File: src/rtl/pipe_hazard_ctrl.sv
// Purpose : pipeline hazard controller - RAW stall detection against E/M writers plus mult/div busy sequencer.
// Latency : stall/enables/flush are combinational in the same cycle; md_busy is registered (rises the cycle after a start).
// Backpr. : stall freezes PC and F-D, inserts a bubble into D-E; E-M and M-W always advance.
// Ports   : clk, rst (sync, active-high); D-stage rs/rt + Tuse; E/M A3, WE, Tnew; md_use_D, md_start_E, md_op_E;
//           outputs en_PC, en_FD, flush_DE, en_EM, en_MW, md_busy, stall, and stall_cnt when STALL_CNT_EN is defined.
// Config  : `define STALL_CNT_EN adds a free-running 32-bit stall-cycle counter (wraps to 0).
module pipe_hazard_ctrl (
  input  logic       clk,
  input  logic       rst,
  input  logic [4:0] rs_D,
  input  logic [4:0] rt_D,
  input  logic [1:0] Tuse_rs_D,
  input  logic [1:0] Tuse_rt_D,
  input  logic [4:0] A3_E,
  input  logic [4:0] A3_M,
  input  logic       WE_E,
  input  logic       WE_M,
  input  logic [1:0] Tnew_E,
  input  logic [1:0] Tnew_M,
  input  logic       md_use_D,
  input  logic       md_start_E,
  input  logic       md_op_E,
  output logic       en_PC,
  output logic       en_FD,
  output logic       flush_DE,
  output logic       en_EM,
  output logic       en_MW,
  output logic       md_busy,
  output logic       stall
`ifdef STALL_CNT_EN
  ,
  output logic [31:0] stall_cnt
`endif
);

  typedef enum logic {IDLE = 1'b0, BUSY = 1'b1} md_state_t;

  md_state_t  md_state;
  logic [3:0] md_cnt;
  logic       stall_rs;
  logic       stall_rt;
  logic       stall_md;

  // A producer only forces a stall if its result arrives strictly later than
  // the consumer needs it; Tnew == Tuse is resolved by forwarding. Tuse = 3
  // never satisfies Tuse < Tnew, so unused operands drop out naturally.
  always_comb begin
    stall_rs = (rs_D != 5'd0) &&
               ((WE_E && (A3_E == rs_D) && (Tuse_rs_D < Tnew_E)) ||
                (WE_M && (A3_M == rs_D) && (Tuse_rs_D < Tnew_M)));
    stall_rt = (rt_D != 5'd0) &&
               ((WE_E && (A3_E == rt_D) && (Tuse_rt_D < Tnew_E)) ||
                (WE_M && (A3_M == rt_D) && (Tuse_rt_D < Tnew_M)));
    // md_start_E is included so a mult/div consumer directly behind the
    // starting instruction is held before md_busy has had a chance to rise.
    stall_md = md_use_D && (md_busy || md_start_E);
  end

  assign stall    = stall_rs | stall_rt | stall_md;
  assign en_PC    = ~stall;
  assign en_FD    = ~stall;
  assign flush_DE = stall;
  assign en_EM    = 1'b1;
  assign en_MW    = 1'b1;

  // Mult/div sequencer. md_busy is kept as its own register, updated in
  // lockstep with md_state, so it is a clean flop output.
  always_ff @(posedge clk) begin
    if (rst) begin
      md_state <= IDLE;
      md_cnt   <= 4'd0;
      md_busy  <= 1'b0;
    end else begin
      case (md_state)
        IDLE: begin
          if (md_start_E) begin
            md_cnt   <= md_op_E ? 4'd10 : 4'd5;
            md_state <= BUSY;
            md_busy  <= 1'b1;
          end
        end
        BUSY: begin
          // A start seen here is ignored; the running operation owns the unit.
          md_cnt <= md_cnt - 4'd1;
          if (md_cnt == 4'd1) begin
            md_state <= IDLE;
            md_busy  <= 1'b0;
          end
        end
        default: begin
          md_state <= IDLE;
          md_busy  <= 1'b0;
        end
      endcase
    end
  end

`ifdef STALL_CNT_EN
  always_ff @(posedge clk) begin
    if (rst) begin
      stall_cnt <= 32'd0;
    end else if (stall) begin
      stall_cnt <= stall_cnt + 32'd1;
    end
  end
`endif

endmodule

File: config.mk
export PLATFORM = sky130hd
export DESIGN_NAME = pipe_hazard_ctrl
export DESIGN_NICKNAME = d
export VERILOG_FILES = /design/src/rtl/pipe_hazard_ctrl.sv
export SDC_FILE = /design/constraint.sdc
export NUM_CORES = 1
export LEC_CHECK = 0
export CAP_MARGIN = 20
export CORE_AREA = 2 2 53 43
export DETAILED_ROUTE_END_ITERATION = 8
export DIE_AREA = 0 0 55 45
export PLACE_DENSITY = 0.8
export SLEW_MARGIN = 15
export SYNTH_ARGS = -nofsm -noshare
export SYNTH_HDL_FRONTEND = slang
export SYNTH_SLANG_ARGS = --single-unit
File: constraint.sdc
create_clock -name clk -period 6.8 [get_ports clk]
set_clock_uncertainty 0.15 [all_clocks]
set_input_delay 1.7 -clock clk [delete_from_list [all_inputs] [get_ports clk]]
set_output_delay 1.7 -clock clk [all_outputs]
set_load 0.01 [all_outputs]
==> impl_metrics.toml <==
[critical_path]
cp_max_fo = 2
endpoint_kind = "output port"
required_ns = 4.95
crit_arrival_ns = 3.82
crit_type = "primary input to output port"
start_kind = "primary input"

[pwr]
p_total_w = 0.0001425
sw_frac_of_total_pct = 32.16
seqPwrFrac_pct = 29.6
p_per_area_nw_per_um2 = 123.9
clockPowerShare_pct = 23.5
power_leakage_nw = 0.4596
p_int_w = 0.00009664
p_comb_share_pct = 46.9
peakVddDrop_uv = 112.8
power.net_switching_w = 0.00004582

[synthesis]
synth_seq_cells = 6
synth.avg_cell_area_sq_um = 7.853
yosysMostFrequentCell = "xor2_1"
synth-edff-count = 0
synthesis.area_sq_um = 738.2
yosysUniqueCellTypes = 26
yosysTopAreaCell = "xor2_1"
synth.area.top_cells = "xor2_1, dfxtp_1, ha_1, nand2b_1, a211oi_1"
async_reset_ff_share_pct = 0
seq_area_frac_synth_pct = 16.27
netlist_instances = 94
ys.flop_type = "dfxtp_1"
synth_top_area_share_pct = 23.73
ys_top_cells_by_count = "xor2_1, nand2b_1"
yosysWarnings = 0

[placement]
gp_congestion = 0.9626
portBuffers = 39
dp_hpwl_um = 1941

[floorplan]
fp-row-count = 14
pin_count = 42
die_w_um = 55
core_area_sq_um = 1927
die-area_sq_um = 2475
dieHeight_um = 45
initial_core_util_pct = 38.31

[route]
wl_per_cell_um = 14.76
drt_first_iter_violations = 29
ant_nets = 0
dr_total_vias = 817
viasPerCell = 5.237
drcViolationCount = 0
drt_pre_antenna_iters = 4
routed_wl_um = 2302

[grt]
track_usage_pct = 20.04
grt_pass1_wl_um = 3532
grt_overflow = 0
antenna_found_initial = 0
grt_pass1_vias = 808
grt_max_degree = 9

[timing]
fmax_ghz = 0.1764
final_max_slew_viol_count = 0
setup_tns_ns = 0
rsz0062_at_grt = "false"
hold_viol_final = 0
worst_hold_slack_ns = 0.3583
fin_crit_sh_pct = 83.37
setup_viol = 0
fin_crit_ns = 5.669

[clock_network]
tritoncts = "built"
cts_max_level = 1
cts.reportedPaths.clkPinSlew_ns = 0.05
cts_resized = 0
cts_max_path_buffers = 2
cts.sinks = 6
clk_latency_ns = 0.25
root_buffer = "clkbuf_4"
post_cts_buffers = 0
cts_hold_buf = 0
cts_made_buffers = 3

[status]
outcome = "finished, final reports clean"

[cells_and_area]
fill_cells = 184
area_delta_synth_final_pct = 55.76
antenna_cells = 0
nNetsFinal = 175
drive_gt1_share_pct = 4.545

[job]
drv_cap = 0

[min_path]
hold_path_class = "register to register"
stage by stage:
step / cells / util [%] / setup WS [ns] / instance area (sq um)
finish: 156 / 59.68 / 1.131 / 1150
global route: 156 / 59.68 / 1.004 / 1150
CTS: 156 / 59.68 / 1.139 / 1150
detailed placement: 153 / 58.51 / 1.142 / 1127
global placement: 153 / 58.51 / 1.202 / 1127
floorplan: 95 / - / 2.093 / 742.0
power by group through the flow:
stage	Sequential (W)	Clock (W)	Combinational, W
finish	0.0000422	0.0000335	0.0000668
global route	0.0000428	0.0000355	0.0000730
CTS	0.0000421	0.0000345	0.0000663
detailed placement	0.0000428	0	0.0000659
global placement	0.0000427	0	0.0000642
floorplan	0.0000417	0	0.0000315
per-layer routing:
layer  GRT usage, %  wire length [um]  vias up
li1               -                 -      401
met1          23.33               992      354
met2          33.57              1004       52
met3          4.305               217       10
met4          11.71                87        0
met5              0                 0        -
cell families after synthesis:
| family | Yosys count | synth area share (%) |
|---|---|---|
| adder cells (fa/ha/maj) | 6 | 10.17 |
| XOR/XNOR | 20 | 23.73 |
| other | 1 | 0.5080 |
| flip-flops | 6 | 16.27 |
| AND/OR/NAND/NOR | 29 | 22.20 |
| AO/OA/AOI/OAI | 21 | 19.32 |
| buffers and inverters | 11 | 7.796 |
area by class of cell:
type                            count  area, sq um  share of cell area, %
Timing Repair Buffer               39        390.4                  33.95
Sequential cell                     6        120.1                  10.45
Tap cell                           24        30.03                  2.612
Inverter                            6        22.52                  1.959
Multi-Input combinational cell     78        564.3                  49.08
Clock buffer                        3        22.52                  1.959
sequential cells by signal, indices dropped and copies added, names as in the netlist:
name / flops
md_state: 1
md_busy: 1
md_cnt: 4
cells in the final DEF, fill, tap and decap left out:
master,Yosys,routed
a211oi_1,4,4
nor3_1,3,3
o21ai_0,5,5
o32ai_1,1,1
o21bai_1,1,1
nor2_1,6,6
a22oi_1,2,2
xor2_1,20,20
dfxtp_1,6,6
nand2b_1,8,8
a2bb2oi_1,1,1
inv_1,6,6
or4_4,1,1
o211ai_1,1,1
nor4_1,4,4
or4_1,1,1
clkbuf_4,0,3
nor2_2,2,2
conb_1,1,2
o221ai_1,1,1
clkdlybuf4s50_1,0,39
nand2_1,3,3
ha_1,6,6
a21oi_1,4,4
nor4b_1,1,1
o221a_1,1,1
critical path: stages:
cell	delay, ns
clkdlybuf4s50_1	0.46
inv_1	0.06
ha_1	0.19
nand2b_1	0.16
nor4_1	0.26
a22oi_1	0.15
o221ai_1	0.26
clkdlybuf4s50_1	0.59
final timing paths:
check | startpoint | to | slack [ns] | depth (start not counted)
worst max-delay path | Tnew_M[1] | stall | 1.13 | 8
worst min register to register | md_cnt[3] | md_cnt[3] | 0.36 | 2
worst max register to register | md_state | md_busy | 5.36 | 3
worst min-delay path | md_cnt[3] | md_cnt[3] | 0.36 | 2
(Power assumes the default switching activity.)
